--- src/rtl/pc_fetch_unit_pkg.sv ---
// Shared definitions for the fetch stage: FSM state encoding, word width and
// the canonical NOP encoding. Optional feature macro used by this block:
// PC_MISALIGN_TRAP_EN.
package pc_fetch_defs;

    localparam int WORD_W = 32;

    localparam logic [WORD_W-1:0] INSTR_NOP = 32'h0000_0013;

    // FETCH: request issued, WAIT: memory reported busy, HOLD: word captured
    // while the hazard unit holds the stage.
    typedef enum logic [1:0] {
        S_FETCH = 2'd0,
        S_WAIT  = 2'd1,
        S_HOLD  = 2'd2
    } fetch_state_t;

endpackage

--- src/rtl/pc_fetch_unit_if.sv ---
// Bus bundle between the fetch unit and its surroundings (PC adders, branch
// resolution, hazard unit, instruction memory and the IF/ID register).
// master = fetch unit, slave = environment. MISALIGN_TRAP exists only when
// PC_MISALIGN_TRAP_EN is defined.
interface pc_fetch_unit_if;
    import pc_fetch_defs::*;

    logic [WORD_W-1:0] PC;
    logic [WORD_W-1:0] PC_PLUS4;
    logic [WORD_W-1:0] BRANCH_TARGET;
    logic              BRANCH_TAKEN;
    logic              STALL;
    logic              IMEM_READ;
    logic [WORD_W-1:0] IMEM_ADDR;
    logic              IMEM_BUSYWAIT;
    logic [WORD_W-1:0] IMEM_RDATA;
    logic              IF_VALID;
    logic [WORD_W-1:0] IF_PC;
    logic [WORD_W-1:0] IF_INSTR;
`ifdef PC_MISALIGN_TRAP_EN
    logic              MISALIGN_TRAP;
`endif

    modport master (
`ifdef PC_MISALIGN_TRAP_EN
        output MISALIGN_TRAP,
`endif
        output PC, IMEM_READ, IMEM_ADDR, IF_VALID, IF_PC, IF_INSTR,
        input  PC_PLUS4, BRANCH_TARGET, BRANCH_TAKEN, STALL,
        input  IMEM_BUSYWAIT, IMEM_RDATA
    );

    modport slave (
`ifdef PC_MISALIGN_TRAP_EN
        input  MISALIGN_TRAP,
`endif
        input  PC, IMEM_READ, IMEM_ADDR, IF_VALID, IF_PC, IF_INSTR,
        output PC_PLUS4, BRANCH_TARGET, BRANCH_TAKEN, STALL,
        output IMEM_BUSYWAIT, IMEM_RDATA
    );

endinterface

--- src/rtl/pc_fetch_unit_redirect_ctrl.sv ---
// Redirect bookkeeping for the fetch unit. A branch arriving while memory is
// busy cannot move the PC yet, so its target is parked until the memory
// answers; the answer is then dropped and the parked target loaded. The
// youngest branch always wins. With PC_MISALIGN_TRAP_EN a misaligned target
// is replaced by TRAP_VECTOR and flagged; without it the low bits are cleared.
module pc_redirect_ctrl
    import pc_fetch_defs::*;
#(
    parameter logic [WORD_W-1:0] TRAP_VECTOR = 32'h0000_0100
) (
    input  logic              clk,
    input  logic              rst_n,
    input  fetch_state_t      state,
    input  logic              busywait,
    input  logic              branch_taken,
    input  logic [WORD_W-1:0] branch_target,
    output logic              redirect,
    output logic [WORD_W-1:0] redirect_pc,
`ifdef PC_MISALIGN_TRAP_EN
    output logic              trap,
`endif
    output logic              squash
);

    logic              pending;
    logic [WORD_W-1:0] held_pc;
    logic [WORD_W-1:0] fresh_pc;

`ifdef PC_MISALIGN_TRAP_EN
    logic held_trap;
    logic fresh_trap;

    assign fresh_trap = |branch_target[1:0];
    assign fresh_pc   = fresh_trap ? TRAP_VECTOR : branch_target;
    assign trap       = squash & (branch_taken ? fresh_trap : held_trap);
`else
    logic unused_bits;

    assign fresh_pc    = {branch_target[WORD_W-1:2], 2'b00};
    assign unused_bits = ^{TRAP_VECTOR, branch_target[1:0]};
`endif

    assign redirect    = branch_taken | pending;
    assign redirect_pc = branch_taken ? fresh_pc : held_pc;
    // Outside WAIT a branch acts at once; inside WAIT it acts only when the
    // memory answer arrives (that answer is the word being thrown away).
    assign squash      = (state == S_WAIT) ? (redirect & ~busywait) : branch_taken;

    // Park a branch target that arrives while memory is busy; clear once applied.
    always_ff @(posedge clk or negedge rst_n) begin
        if (!rst_n) begin
            pending <= 1'b0;
            held_pc <= '0;
`ifdef PC_MISALIGN_TRAP_EN
            held_trap <= 1'b0;
`endif
        end else if (squash) begin
            pending <= 1'b0;
        end else if (state == S_WAIT && branch_taken) begin
            pending <= 1'b1;
            held_pc <= fresh_pc;
`ifdef PC_MISALIGN_TRAP_EN
            held_trap <= fresh_trap;
`endif
        end
    end

endmodule

--- src/rtl/pc_fetch_unit.sv ---
// Fetch stage: PC register, instruction-memory busy-wait handshake and the
// {PC, instruction} hand-off to the IF/ID register. A word captured while the
// stage is stalled is parked in IF_PC/IF_INSTR with IF_VALID low and released
// as a one-cycle IF_VALID pulse when the stall lifts. Optional feature macro:
// PC_MISALIGN_TRAP_EN (adds MISALIGN_TRAP and trap redirection).
module pc_fetch_unit
    import pc_fetch_defs::*;
#(
    parameter logic [WORD_W-1:0] RESET_VECTOR = 32'h0000_0000,
    parameter logic [WORD_W-1:0] TRAP_VECTOR  = 32'h0000_0100
) (
    input  logic           CLK,
    input  logic           RESET,
    pc_fetch_unit_if.master bus
);

    fetch_state_t      state;
    logic [WORD_W-1:0] pc;
    logic              read;
    logic              if_valid;
    logic [WORD_W-1:0] if_pc;
    logic [WORD_W-1:0] if_instr;

    logic              redirect;
    logic [WORD_W-1:0] redirect_pc;
    logic              squash;
    logic [WORD_W-1:0] next_pc;
    logic              unused_nop;

    assign unused_nop = ^INSTR_NOP;

`ifdef PC_MISALIGN_TRAP_EN
    logic trap;
    logic misalign_trap;
`endif

    pc_redirect_ctrl #(
        .TRAP_VECTOR (TRAP_VECTOR)
    ) u_redirect (
        .clk           (CLK),
        .rst_n         (RESET),
        .state         (state),
        .busywait      (bus.IMEM_BUSYWAIT),
        .branch_taken  (bus.BRANCH_TAKEN),
        .branch_target (bus.BRANCH_TARGET),
        .redirect      (redirect),
        .redirect_pc   (redirect_pc),
`ifdef PC_MISALIGN_TRAP_EN
        .trap          (trap),
`endif
        .squash        (squash)
    );

    assign next_pc = redirect ? redirect_pc : bus.PC_PLUS4;

    // Sequence the memory handshake, advance the PC and hand words to IF/ID.
    always_ff @(posedge CLK or negedge RESET) begin
        if (!RESET) begin
            state    <= S_FETCH;
            pc       <= RESET_VECTOR;
            read     <= 1'b0;
            if_valid <= 1'b0;
            if_pc    <= '0;
            if_instr <= '0;
        end else begin
            if_valid <= 1'b0;
            if (squash) begin
                // Redirect wins over everything, including a stall; the word
                // in flight or parked is dropped.
                pc    <= next_pc;
                state <= S_FETCH;
                read  <= 1'b1;
            end else begin
                case (state)
                    S_FETCH, S_WAIT: begin
                        if (!read) begin
                            // First cycle after reset: start requesting.
                            read <= 1'b1;
                        end else if (bus.IMEM_BUSYWAIT) begin
                            state <= S_WAIT;
                        end else begin
                            if_pc    <= pc;
                            if_instr <= bus.IMEM_RDATA;
                            if (bus.STALL) begin
                                state <= S_HOLD;
                                read  <= 1'b0;
                            end else begin
                                if_valid <= 1'b1;
                                pc       <= next_pc;
                                state    <= S_FETCH;
                            end
                        end
                    end
                    S_HOLD: begin
                        if (!bus.STALL) begin
                            if_valid <= 1'b1;
                            pc       <= next_pc;
                            state    <= S_FETCH;
                            read     <= 1'b1;
                        end
                    end
                    default: begin
                        state <= S_FETCH;
                        read  <= 1'b1;
                    end
                endcase
            end
        end
    end

`ifdef PC_MISALIGN_TRAP_EN
    // One-cycle trap flag for a redirect that was diverted to TRAP_VECTOR.
    always_ff @(posedge CLK or negedge RESET) begin
        if (!RESET) begin
            misalign_trap <= 1'b0;
        end else begin
            misalign_trap <= trap;
        end
    end

    assign bus.MISALIGN_TRAP = misalign_trap;
`endif

    assign bus.PC        = pc;
    assign bus.IMEM_ADDR = pc;
    assign bus.IMEM_READ = read;
    assign bus.IF_VALID  = if_valid;
    assign bus.IF_PC     = if_pc;
    assign bus.IF_INSTR  = if_instr;

endmodule
--- src/flat_wrapper.sv ---
// flat-port wrapper written by rule: the top's interface ports become plain ports
module pc_fetch_unit_flat import pc_fetch_defs::*;
#(
    parameter logic [WORD_W-1:0] RESET_VECTOR = 32'h0000_0000,
    parameter logic [WORD_W-1:0] TRAP_VECTOR  = 32'h0000_0100
)
  (CLK, RESET, bus_PC, bus_IMEM_READ, bus_IMEM_ADDR, bus_IF_VALID, bus_IF_PC, bus_IF_INSTR, bus_PC_PLUS4, bus_BRANCH_TARGET, bus_BRANCH_TAKEN, bus_STALL, bus_IMEM_BUSYWAIT, bus_IMEM_RDATA);
  pc_fetch_unit_if bus_i ();
  input  logic CLK;
  input  logic RESET;
  output wire logic [$bits(bus_i.PC)-1:0] bus_PC;
  output wire logic [$bits(bus_i.IMEM_READ)-1:0] bus_IMEM_READ;
  output wire logic [$bits(bus_i.IMEM_ADDR)-1:0] bus_IMEM_ADDR;
  output wire logic [$bits(bus_i.IF_VALID)-1:0] bus_IF_VALID;
  output wire logic [$bits(bus_i.IF_PC)-1:0] bus_IF_PC;
  output wire logic [$bits(bus_i.IF_INSTR)-1:0] bus_IF_INSTR;
  input wire logic [$bits(bus_i.PC_PLUS4)-1:0] bus_PC_PLUS4;
  input wire logic [$bits(bus_i.BRANCH_TARGET)-1:0] bus_BRANCH_TARGET;
  input wire logic [$bits(bus_i.BRANCH_TAKEN)-1:0] bus_BRANCH_TAKEN;
  input wire logic [$bits(bus_i.STALL)-1:0] bus_STALL;
  input wire logic [$bits(bus_i.IMEM_BUSYWAIT)-1:0] bus_IMEM_BUSYWAIT;
  input wire logic [$bits(bus_i.IMEM_RDATA)-1:0] bus_IMEM_RDATA;
  assign bus_PC = bus_i.PC;
  assign bus_IMEM_READ = bus_i.IMEM_READ;
  assign bus_IMEM_ADDR = bus_i.IMEM_ADDR;
  assign bus_IF_VALID = bus_i.IF_VALID;
  assign bus_IF_PC = bus_i.IF_PC;
  assign bus_IF_INSTR = bus_i.IF_INSTR;
  assign bus_i.PC_PLUS4 = bus_PC_PLUS4;
  assign bus_i.BRANCH_TARGET = bus_BRANCH_TARGET;
  assign bus_i.BRANCH_TAKEN = bus_BRANCH_TAKEN;
  assign bus_i.STALL = bus_STALL;
  assign bus_i.IMEM_BUSYWAIT = bus_IMEM_BUSYWAIT;
  assign bus_i.IMEM_RDATA = bus_IMEM_RDATA;
  pc_fetch_unit #(.RESET_VECTOR(RESET_VECTOR), .TRAP_VECTOR(TRAP_VECTOR)) u_core (.CLK(CLK), .RESET(RESET), .bus(bus_i));
endmodule
--- config.mk ---
export PLATFORM = sky130hd
export DESIGN_NAME = pc_fetch_unit_flat
export DESIGN_NICKNAME = d
export VERILOG_FILES = /design/src/rtl/pc_fetch_unit_pkg.sv /design/src/rtl/pc_fetch_unit_if.sv /design/src/rtl/pc_fetch_unit_redirect_ctrl.sv /design/src/rtl/pc_fetch_unit.sv /design/src/flat_wrapper.sv
export SDC_FILE = /design/constraint.sdc
export NUM_CORES = 1
export LEC_CHECK = 0
export BUFFER_PORTS_ARGS = -buffer_cell sky130_fd_sc_hd__buf_2
export CORE_MARGIN = 4
export CORE_UTILIZATION = 49
export DETAILED_ROUTE_END_ITERATION = 12
export PLACE_DENSITY = 0.8
export SYNTH_ARGS = -nofsm -noshare
export SYNTH_HDL_FRONTEND = slang
export SYNTH_SLANG_ARGS = --single-unit
--- constraint.sdc ---
create_clock -name CLK -period 2.07 [get_ports CLK]
set_input_delay 0 -clock CLK [delete_from_list [all_inputs] [get_ports CLK]]
set_output_delay 0 -clock CLK [all_outputs]
set_load 0.01 [all_outputs]
# ---- Yosys cells after proc, flatten, opt, wreduce, memory -nomap -nowiden
# Index checks and enable logic that the tools add are counted.
dict set report op_classes {
  n_eq_ne 5
  n_mux 26
  n_bitwise 4
  n_reduce_logical 9
}
# op n
set op_table {}
lappend op_table {{$mux W32} 6}
lappend op_table {{$pmux W32 S2} 1}
lappend op_table {{$mux W1} 11}
lappend op_table {{$mux W2} 5}
lappend op_table {{$ne A3 B2 Y1 const B} 2}
lappend op_table {{$pmux W1 S2} 2}
lappend op_table {{$pmux W2 S2} 1}
lappend op_table {{$reduce_and A2 Y1} 2}
lappend op_table {{$reduce_and A4 Y1} 1}
lappend op_table {{$ne A3 B1 Y1 const B} 1}
lappend op_table {{$reduce_and A3 Y1} 1}
lappend op_table {{$reduce_bool A3 Y1} 1}
lappend op_table {{$eq A2 B1 Y1 const B} 1}
lappend op_table {{$eq A2 B2 Y1 const B} 1}
lappend op_table {{$logic_not A2 Y1} 1}
lappend op_table {{$not A1 Y1} 2}
lappend op_table {{$reduce_bool A2 Y1} 1}
lappend op_table {{$reduce_or A2 Y1} 1}
lappend op_table {{$and A1 B1 Y1} 1}
lappend op_table {{$logic_and A1 B1 Y1} 1}
lappend op_table {{$or A1 B1 Y1} 1}
dict set report word_totals {
  reg_bits 131
  inputBits 101
  out_inout_bits 130
  word_cells 52
}

# ---- Logic depth before layout (Yosys ltp)
# Gate-level depths: netlist (run 1).
dict set report logic_depth {
  ltp_word 7
  depth_mapped 6
  ltp_nobuf 4
}

# ---- Cells and area by module
# Synthesis (run 1) repeated with hierarchy kept, for this count alone.
dict set report hier_totals {
  hier_cells 397
  hier_area_um2 6163.4
}
# mod instances cells_per_inst area_per_inst_um2 seq_area_each_um2
set modules_own_cells {}
lappend modules_own_cells {pc_fetch_unit 1 288 4450.5 2502.4}
lappend modules_own_cells {pc_redirect_ctrl 1 109 1712.9 775.7}

# ---- Least setup slack after synthesis (run 1)
# Ideal clock, no wire load.
dict set report synth_path {
  path_kind {reg-to-reg}
  start {register u_core.u_redirect.pending}
  end {register u_core.pc[10] (netlist: u_core.bus.IMEM_ADDR[10])}
  arrival_ps 1578
  required_ps 1945
  setup_slack_ps 367
  stages_incl_launch_ff 7
  path_buffers 2
  period_less_slack_ps 1703
  path_cell_list {dfrtp_1 buf_4 a21o_1 a221oi_1 a221o_2 buf_6 mux2_4}
}
dict set report synth_via {
  elab_chain_cells 7
}
# element line_no
set synth_rtl {}
lappend synth_rtl {{start: declaration} pc_fetch_unit_redirect_ctrl.sv:25} ;# logic pending;
lappend synth_rtl {{start signal: assignment} pc_fetch_unit_redirect_ctrl.sv:52} ;# pending <= 1'b0;
lappend synth_rtl {{start signal: assignment} pc_fetch_unit_redirect_ctrl.sv:58} ;# pending <= 1'b0;
lappend synth_rtl {{start signal: assignment} pc_fetch_unit_redirect_ctrl.sv:60} ;# pending <= 1'b1;
lappend synth_rtl {{$or A1 B1 Y1 (*)} pc_fetch_unit_redirect_ctrl.sv:43} ;# assign redirect = branch_taken | pending;
lappend synth_rtl {{$mux W32} pc_fetch_unit.sv:54} ;# assign next_pc = redirect ? redirect_pc : bus.PC_PLUS4;
lappend synth_rtl {{$mux W32} {pc_fetch_unit.sv:84, pc_fetch_unit.sv:95}}
lappend synth_rtl {{$mux W32} pc_fetch_unit.sv:79} ;# end else if (bus.IMEM_BUSYWAIT) begin
lappend synth_rtl {{$mux W32} pc_fetch_unit.sv:76} ;# if (!read) begin
lappend synth_rtl {{$pmux W32 S2} pc_fetch_unit.sv:74} ;# case (state)
lappend synth_rtl {{$mux W32} pc_fetch_unit.sv:67} ;# if (squash) begin
lappend synth_rtl {{end signal: assignment} pc_fetch_unit.sv:70} ;# pc <= next_pc;
lappend synth_rtl {{end signal: assignment} pc_fetch_unit.sv:89} ;# pc <= next_pc;
lappend synth_rtl {{end signal: assignment} pc_fetch_unit.sv:97} ;# pc <= next_pc;
lappend synth_rtl {{end: declaration} pc_fetch_unit.sv:18} ;# logic [WORD_W-1:0] pc;
# Every way passes the cells marked *; elsewhere a longest branch is shown, timed or not. The select of a mux whose other input is x is not followed.
# A chain may end at the register's enable or synchronous reset.

# ---- Worst setup path in the final report (run 1)
dict set report layout_path {
  start {register u_core.state[0]}
  end {register u_core.pc[2] (netlist: u_core.bus.IMEM_ADDR[2])}
}
dict set report layout_via {
  elab_chain_cells 4
}
# element line_no
set layout_rtl {}
lappend layout_rtl {{start: declaration} pc_fetch_unit.sv:17} ;# fetch_state_t state;
lappend layout_rtl {{start signal: assignment} pc_fetch_unit.sv:59} ;# state <= S_FETCH;
lappend layout_rtl {{start signal: assignment} pc_fetch_unit.sv:71} ;# state <= S_FETCH;
lappend layout_rtl {{start signal: assignment} pc_fetch_unit.sv:80} ;# state <= S_WAIT;
lappend layout_rtl {{$eq A2 B1 Y1 or $logic_not A2 Y1 (tied branches)} {pc_fetch_unit_redirect_ctrl.sv:47, pc_fetch_unit.sv:74}}
lappend layout_rtl {{$reduce_or A2 Y1 or $mux W1 (tied branches)} {pc_fetch_unit.sv:74, pc_fetch_unit_redirect_ctrl.sv:47}}
lappend layout_rtl {{$ne A3 B2 Y1 (no line), or another cell as far along} n/a}
lappend layout_rtl {{$reduce_and A3 Y1 (no line) or $mux W32 (tied branches)} n/a}
# Parallel ways exist; a longest one is shown, timed or not.

==> results of run 1 <==
kinds of logic after synthesis:
kind of cell,after synthesis
multiplexers,156
flip-flops,131
buffers and inverters,61
AND/OR/NAND/NOR,47
AO/OA/AOI/OAI,44
sequential cells by signal, summed over array words and instances (netlist names):
signal                     count
u_core.bus.IF_PC              32
u_core.u_redirect.pending      1
u_core.bus.IF_INSTR           32
u_core.u_redirect.held_pc     30
u_core.state                   2
u_core.bus.IF_VALID            1
u_core.bus.IMEM_READ           1
u_core.bus.IMEM_ADDR          32
synth_stat cells:
cell / instances / share of area, %
a211oi_1: 1 / 0.13
a21o_1: 1 / 0.13
a21oi_1: 2 / 0.17
a221o_2: 1 / 0.19
a221oi_1: 1 / 0.15
a22oi_1: 1 / 0.13
a31oi_1: 1 / 0.11
and2_1: 1 / 0.11
buf_1: 1 / 0.063
buf_2: 14 / 1.2
buf_4: 33 / 4.2
buf_6: 3 / 0.57
clkbuf_1: 5 / 0.32
dfrtp_1: 131 / 55
inv_1: 5 / 0.32
mux2_2: 96 / 18
mux2_4: 28 / 7.1
mux2i_1: 32 / 5.4
nand2_1: 33 / 2.1
nand2_2: 1 / 0.11
nand2b_1: 2 / 0.21
nand3b_1: 1 / 0.13
nand4_1: 1 / 0.11
nor2_1: 6 / 0.38
nor2b_1: 1 / 0.11
nor3_1: 1 / 0.084
o21a_1: 1 / 0.13
o21ai_0: 34 / 2.9
o21bai_1: 1 / 0.13
layout make-up:
type | count | area, um2 | share of cell area, %
tap | 143 | 179 | 2.18
clock inverter | 7 | 62.6 | 0.761
timing repair buffer | 309 | 1960 | 23.9
multi-input combinational | 247 | 2260 | 27.5
clock buffer | 20 | 457 | 5.55
sequential | 131 | 3280 | 39.9
inverter | 5 | 18.8 | 0.228
stage by stage:
step	power (W)	util [%]
floorplan	0.00570	-
global placement	0.00661	60.3
detailed placement	0.00678	60.3
CTS	0.00958	70.8
global route	0.0101	70.8
finish	0.00957	70.8
routing by layer:
layer / part of all wire (%) / global-route usage [%] / vias up
li1: - / - / 2048
met1: 39 / 26.2 / 2196
met2: 52 / 42.9 / 171
met3: 5.8 / 6.82 / 37
met4: 2.8 / 10.8 / 0
met5: 0 / 0 / -
what timing repair did:
action,CTS,global route
hold buffers,70,0
hold endpoints to repair,157,0
buffers inserted,0,0
power by group through the flow:
stage                     logic, W  clock network [W]  registers, W
after floorplan            0.00155                  0       0.00416
after global placement     0.00273                  0       0.00388
after detailed placement   0.00282                  0       0.00396
after CTS                  0.00293            0.00273       0.00392
after global routing       0.00316            0.00284       0.00405
final                      0.00293            0.00268       0.00396
critical path, delay by kind of cell (launching register included):
family | cells | cell delay [ns]
buffers and inverters | 1 | 0.19
muxes | 1 | 0.35
and+or+nand+nor | 1 | 0.12
AOI/OAI and AO/OA | 2 | 0.50
DFF | 1 | 0.51
path summary, 6_finish.rpt:
check | from | cells after the start | end
setup reg to reg | u_core.state[0] | 5 | u_core.bus.IMEM_ADDR[2]
min in group asynchronous | RESET | 2 | u_core.bus.IF_PC[10]
hold reg to reg | u_core.bus.IF_PC[26] | 1 | u_core.bus.IF_PC[26]
hold / removal | bus_PC_PLUS4[8] | 4 | u_core.bus.IMEM_ADDR[8]
setup / recovery | u_core.state[0] | 5 | u_core.bus.IMEM_ADDR[2]
max in group asynchronous | RESET | 3 | u_core.bus.IMEM_ADDR[23]
==> results_tabular.tex, run 1 <==
\begin{tabular}{lr}
\hline
Metric & Value \\
\hline
\multicolumn{2}{l}{\textbf{Worst setup path}} \\
\quad Endpoint class of the critical path & register \\
\quad Ordered list of cells on the worst path & nand2\_1 > a221oi\_1 > a221o\_2 > buf\_12 > mux2\_2 \\
\quad Data arrival, critical path & 2.10 ns \\
\quad Required time of the critical path & 2.36 ns \\
\quad Worst-path cell with the longest stage delay & dfrtp\_1 \\
\quad Startpoint-to-endpoint class of the critical path & reg -> reg \\
\quad Crit-path max FO & 16 \\
\quad Flop-to-flop setup slack & 0.26 ns \\
\quad Largest stage delay, worst path & 0.51 ns \\
\quad Category of the worst setup path launch point & register \\
\multicolumn{2}{l}{\textbf{Routing}} \\
\quad Count of TritonRoute iterations in the first routing pass & 4 \\
\quad Via count & 4452 \\
\quad Mean number of vias per cell & 5.16 \\
\quad Count of routing violations after the opening detailed-route iteration & 223 \\
\quad Remaining antenna violation count after routing & 0 \\
\quad Total DRC errors in the routed layout & 0 \\
\quad Total wire length & 16.2 mm \\
\quad Mean routed wirelength per cell & 18.8 um \\
\multicolumn{2}{l}{\textbf{STA}} \\
\quad Final setup skew & 0.00836 ns \\
\quad Total negative setup slack & 0 ns \\
\quad Final max-slew violation count & 0 \\
\quad Final critical-path required period & 1.81 ns \\
\quad Actual transition at the worst max-transition pin & 0.582 ns \\
\quad Worst Hold Margin & 0.0244 ns \\
\quad RSZ-0062 raised after global routing & false \\
\quad Setup-failing EPs final & 0 \\
\quad Max-slew headroom & 61.2\% \\
\quad Crit path setup slack, layout & 0.259 ns \\
\quad Final hold vios & 0 \\
\quad Final Cycle Share & 87.5\% \\
\quad Max Clk Rate & 0.552 GHz \\
\multicolumn{2}{l}{\textbf{Floorplanning}} \\
\quad Initial core utilization & 51.1\% \\
\quad Placement Rows & 39 \\
\quad Chip Width & 118 um \\
\quad Die Footprint & 13900 um2 \\
\quad Vert. Die Dim & 118 um \\
\quad Floorplan core area & 11600 um2 \\
\quad Number of top-level pins & 231 \\
\multicolumn{2}{l}{\textbf{Logic synthesis}} \\
\quad Synthesized-area fraction occupied by xor and xnor cells & 0\% \\
\quad Compound-gate portion of the synthesized area & 4.11\% \\
\quad \#FFs+latches synth & 131 \\
\quad Number of different library cells in the post-synthesis netlist & 29 \\
\quad Simple logic cell fraction of the synthesized area & 3.31\% \\
\quad Warning count from the yosys run & 0 \\
\quad Netlist Area Pre-Place & 5930 um2 \\
\quad Proportion of synthesized area in mux cells & 30.7\% \\
\quad Synth Area in Adders & 0\% \\
\quad Mean cell area of the mapped netlist & 13.5 um2 \\
\quad Register area share after synthesis & 55.3\% \\
\quad Net count after synthesis & 540 \\
\quad Post-Synthesis Cells & 439 \\
\quad Main combinational cell family by area after synthesis & multiplexers \\
\multicolumn{2}{l}{\textbf{Pwr}} \\
\quad Combinational Power Share & 30.7\% \\
\quad Net switching power figure & 0.00292 W \\
\quad Max IR drop VDD & 608 uV \\
\quad Clock power frac & 28.0\% \\
\quad Sw Share & 30.5\% \\
\quad Leakage power figure & 4.13 nW \\
\quad Ratio of total power to cell area & 1160 nW/um2 \\
\quad Sequential share of power & 41.4\% \\
\quad Cell-internal power & 0.00665 W \\
\multicolumn{2}{l}{\textbf{Global routing}} \\
\quad Vias in the first global route & 4982 \\
\quad First-pass GRT wire length & 26.3 mm \\
\quad Total gr overflow & 0 \\
\quad Global-route usage over all layers & 23.9\% \\
\quad Largest net degree at the start of global routing & 75 \\
\quad Number of antenna violations at the first check in global routing & 0 \\
\multicolumn{2}{l}{\textbf{Clock tree}} \\
\quad Total number of clock tree sinks & 131 \\
\quad Clock transition at the registers of the reported paths & 0.05 ns \\
\quad Maximum level of the CTS H-tree & 4 \\
\quad Root Buffer & clkbuf\_16 \\
\quad Number of gates given a new drive strength after cts & 0 \\
\quad Max Buffers Root-to-Sink & 2 \\
\quad Clock tree from TritonCTS & built \\
\quad Clock Latency Late Sink & 0.41 ns \\
\quad Total clock buffers created by CTS & 17 \\
\multicolumn{2}{l}{\textbf{Placed design}} \\
\quad Final estimated routing congestion in global placement & 0.757 \\
\quad Count of port buffers added during placement & 228 \\
\quad Post-placement cell area & 7000 um2 \\
\quad Final HPWL DP & 10.1 mm \\
\quad Number of placed instances with taps included & 765 \\
\quad Pre-CTS setup slack & 0.285 ns \\
\multicolumn{2}{l}{\textbf{Cells and area}} \\
\quad Top library cells by usage in the layout, fill and taps aside & 227 x buf\_2, 130 x dfrtp\_1, 96 x mux2\_2 \\
\quad Area Overhead vs Synth & 38.6\% \\
\quad Number of filler instances in the final layout & 778 \\
\quad Design area & 8220 um2 \\
\quad Share of cells above drive strength 1 & 54.5\% \\
\quad Final layout net count & 812 \\
\quad Finished Layout Cells & 862 \\
\quad Commonest non-fill, non-tap cell in the layout & buf\_2 \\
\quad Final antenna diode count & 0 \\
\multicolumn{2}{l}{\textbf{Hold path}} \\
\quad Hold WC Path Type & in -> reg \\
\multicolumn{2}{l}{\textbf{Status}} \\
\quad Status & completed \\
\multicolumn{2}{l}{\textbf{Job}} \\
\quad Max-cap violation count & 0 \\
\hline
\end{tabular}
Power figures use the tool's default switching activity.
==> inputs of run 2 (changes only) <==
--- a/config.mk
+++ b/config.mk
@@ -6,10 +6,12 @@
 export NUM_CORES = 1
 export LEC_CHECK = 0
 export BUFFER_PORTS_ARGS = -buffer_cell sky130_fd_sc_hd__buf_2
+export CELL_PAD_IN_SITES_DETAIL_PLACEMENT = 1
+export CELL_PAD_IN_SITES_GLOBAL_PLACEMENT = 1
 export CORE_MARGIN = 4
-export CORE_UTILIZATION = 49
+export CORE_UTILIZATION = 38
 export DETAILED_ROUTE_END_ITERATION = 12
-export PLACE_DENSITY = 0.8
+export PLACE_DENSITY_LB_ADDON = 0.2
 export SYNTH_ARGS = -nofsm -noshare
 export SYNTH_HDL_FRONTEND = slang
 export SYNTH_SLANG_ARGS = --single-unit
==> results_tabular.tex, run 2 (synthesis results as in run 1) <==
\begin{tabular}{lr}
\hline
Metric & Value \\
\hline
\multicolumn{2}{l}{\textbf{Worst setup path}} \\
\quad Category of the worst setup path launch point & register \\
\quad Worst-path cell with the longest stage delay & dfrtp\_1 \\
\quad Number of buffer and inverter instances along the worst setup path & 1 \\
\quad Required time of the critical path & 2.37 ns \\
\quad Crit-path max FO & 16 \\
\quad Ordered list of cells on the worst path & nand2\_1 > a221oi\_1 > a221o\_2 > buf\_12 > mux2\_2 \\
\quad Startpoint-to-endpoint class of the critical path & reg -> reg \\
\quad Endpoint class of the critical path & register \\
\quad Cell type group with the largest total delay on the critical path & compound AO/OA/AOI/OAI gates \\
\quad Data arrival, critical path & 2.13 ns \\
\quad Largest stage delay, worst path & 0.50 ns \\
\multicolumn{2}{l}{\textbf{Clock tree}} \\
\quad Total number of clock tree sinks & 131 \\
\quad Post-CTS Hold Fix Bufs & 71 \\
\quad Clock Latency Late Sink & 0.41 ns \\
\quad Root Buffer & clkbuf\_16 \\
\quad Maximum level of the CTS H-tree & 4 \\
\quad Max Buffers Root-to-Sink & 2 \\
\quad Number of gates given a new drive strength after cts & 0 \\
\quad Clock transition at the registers of the reported paths & 0.06 ns \\
\quad Clock tree from TritonCTS & built \\
\quad Total clock buffers created by CTS & 17 \\
\quad Buffer count from post-CTS setup fixing & 0 \\
\multicolumn{2}{l}{\textbf{Floorplanning}} \\
\quad Die Footprint & 17700 um2 \\
\quad Number of top-level pins & 231 \\
\quad Vert. Die Dim & 133 um \\
\quad Initial core utilization & 38.9\% \\
\quad Chip Width & 133 um \\
\quad Placement Rows & 45 \\
\quad Floorplan core area & 15300 um2 \\
\multicolumn{2}{l}{\textbf{Cells and area}} \\
\quad Commonest non-fill, non-tap cell in the layout & buf\_2 \\
\quad Final layout net count & 814 \\
\quad Final standard cell utilization of the core & 55.4\% \\
\quad Share of cells above drive strength 1 & 54.6\% \\
\quad Storage element area & 3280 um2 \\
\quad Top library cells by usage in the layout, fill and taps aside & 227 x buf\_2, 130 x dfrtp\_1, 96 x mux2\_2 \\
\quad Area Overhead vs Synth & 42.5\% \\
\quad Area of the multi-input gates & 2260 um2 \\
\quad Final antenna diode count & 0 \\
\quad Finished Layout Cells & 936 \\
\quad Number of filler instances in the final layout & 1605 \\
\multicolumn{2}{l}{\textbf{STA}} \\
\quad Actual transition at the worst max-transition pin & 0.578 ns \\
\quad Total negative setup slack & 0 ns \\
\quad RSZ-0062 raised after global routing & false \\
\quad Final critical-path required period & 1.84 ns \\
\quad Final setup skew & 0.00601 ns \\
\quad Worst Hold Margin & 0.0169 ns \\
\quad Setup-failing EPs final & 0 \\
\quad Final max-slew violation count & 0 \\
\quad Final Cycle Share & 88.7\% \\
\quad Max Clk Rate & 0.544 GHz \\
\quad Final hold vios & 0 \\
\quad Max-slew headroom & 61.5\% \\
\multicolumn{2}{l}{\textbf{Placed design}} \\
\quad Final HPWL DP & 11.1 mm \\
\quad Count of port buffers added during placement & 228 \\
\quad Number of placed instances with taps included & 834 \\
\quad Final estimated routing congestion in global placement & 0.717 \\
\multicolumn{2}{l}{\textbf{Pwr}} \\
\quad Ratio of total power to cell area & 1190 nW/um2 \\
\quad Leakage power figure & 4.19 nW \\
\quad Max IR drop VDD & 570 uV \\
\multicolumn{2}{l}{\textbf{Routing}} \\
\quad Via count & 4446 \\
\quad Remaining antenna violation count after routing & 0 \\
\quad Total DRC errors in the routed layout & 0 \\
\quad Count of TritonRoute iterations in the first routing pass & 4 \\
\quad Mean number of vias per cell & 4.75 \\
\quad Count of routing violations after the opening detailed-route iteration & 129 \\
\quad Total wire length & 17.4 mm \\
\quad Mean routed wirelength per cell & 18.6 um \\
\multicolumn{2}{l}{\textbf{Global routing}} \\
\quad Global-route usage over all layers & 20.3\% \\
\quad Total gr overflow & 0 \\
\quad First-pass GRT wire length & 28.2 mm \\
\quad Vias in the first global route & 5066 \\
\quad Largest net degree at the start of global routing & 63 \\
\quad Number of antenna violations at the first check in global routing & 0 \\
\multicolumn{2}{l}{\textbf{Job}} \\
\quad Max-cap violation count & 0 \\
\multicolumn{2}{l}{\textbf{Status}} \\
\quad Status & completed \\
\multicolumn{2}{l}{\textbf{Hold path}} \\
\quad Hold WC Path Type & in -> reg \\
\hline
\end{tabular}
## run 2: final cells by class
type / instances / share of cell area [%]
Sequential cell: 131 / 38.8
Multi-Input combinational cell: 247 / 26.8
Timing Repair Buffer: 311 / 23.8
Clock buffer: 21 / 5.45
Tap cell: 211 / 3.12
Clock inverter: 10 / 1.85
Inverter: 5 / 0.222
## run 2: tightest hold or removal path, stage by stage
cell and delay (ns):
buf_2 0.08, mux2i_1 0.05, o21ai_0 0.14, mux2_4 0.14
## run 2: power breakdown
part	internal (W)	leakage (nW)	total (W)	switching (W)
sequential	0.00340	1.58	0.00395	0.000552
combinational	0.00160	2.31	0.00297	0.00137
clock	0.00206	0.303	0.00315	0.00109
## run 2: stage by stage
| step | worst slack (ns) | cell area (um2) | total power, W |
|---|---|---|---|
| detailed placement | 0.245 | 7120 | 0.00682 |
| CTS | 0.227 | 8450 | 0.0102 |
| global placement | 0.296 | 7120 | 0.00665 |
| global route | 0.0858 | 8450 | 0.0107 |
| finish | 0.233 | 8450 | 0.0101 |
| floorplan | 0.367 | 5930 | 0.00570 |
## run 2: worst paths after layout
kind / endpoint / cells past startpoint / slack [ns] / start
max: u_core.bus.IMEM_ADDR[2] / 5 / 0.23 / u_core.state[0]
min: u_core.bus.IMEM_ADDR[4] / 4 / 0.02 / bus_PC_PLUS4[4]
max reg2reg: u_core.bus.IMEM_ADDR[2] / 5 / 0.23 / u_core.state[0]
min reg2reg: u_core.bus.IF_PC[25] / 1 / 0.50 / u_core.bus.IF_PC[25]
max in group asynchronous: u_core.bus.IMEM_ADDR[17] / 3 / 1.11 / RESET
min in group asynchronous: u_core.bus.IF_INSTR[15] / 2 / 0.13 / RESET
## run 2: metal layers
metal,vias up,part of all wire (%),track usage [%]
met1,2211,39,23.1
met4,0,1.9,7.16
met2,163,52,36.8
met3,25,6.2,5.36
met5,-,0,0
li1,2047,-,-
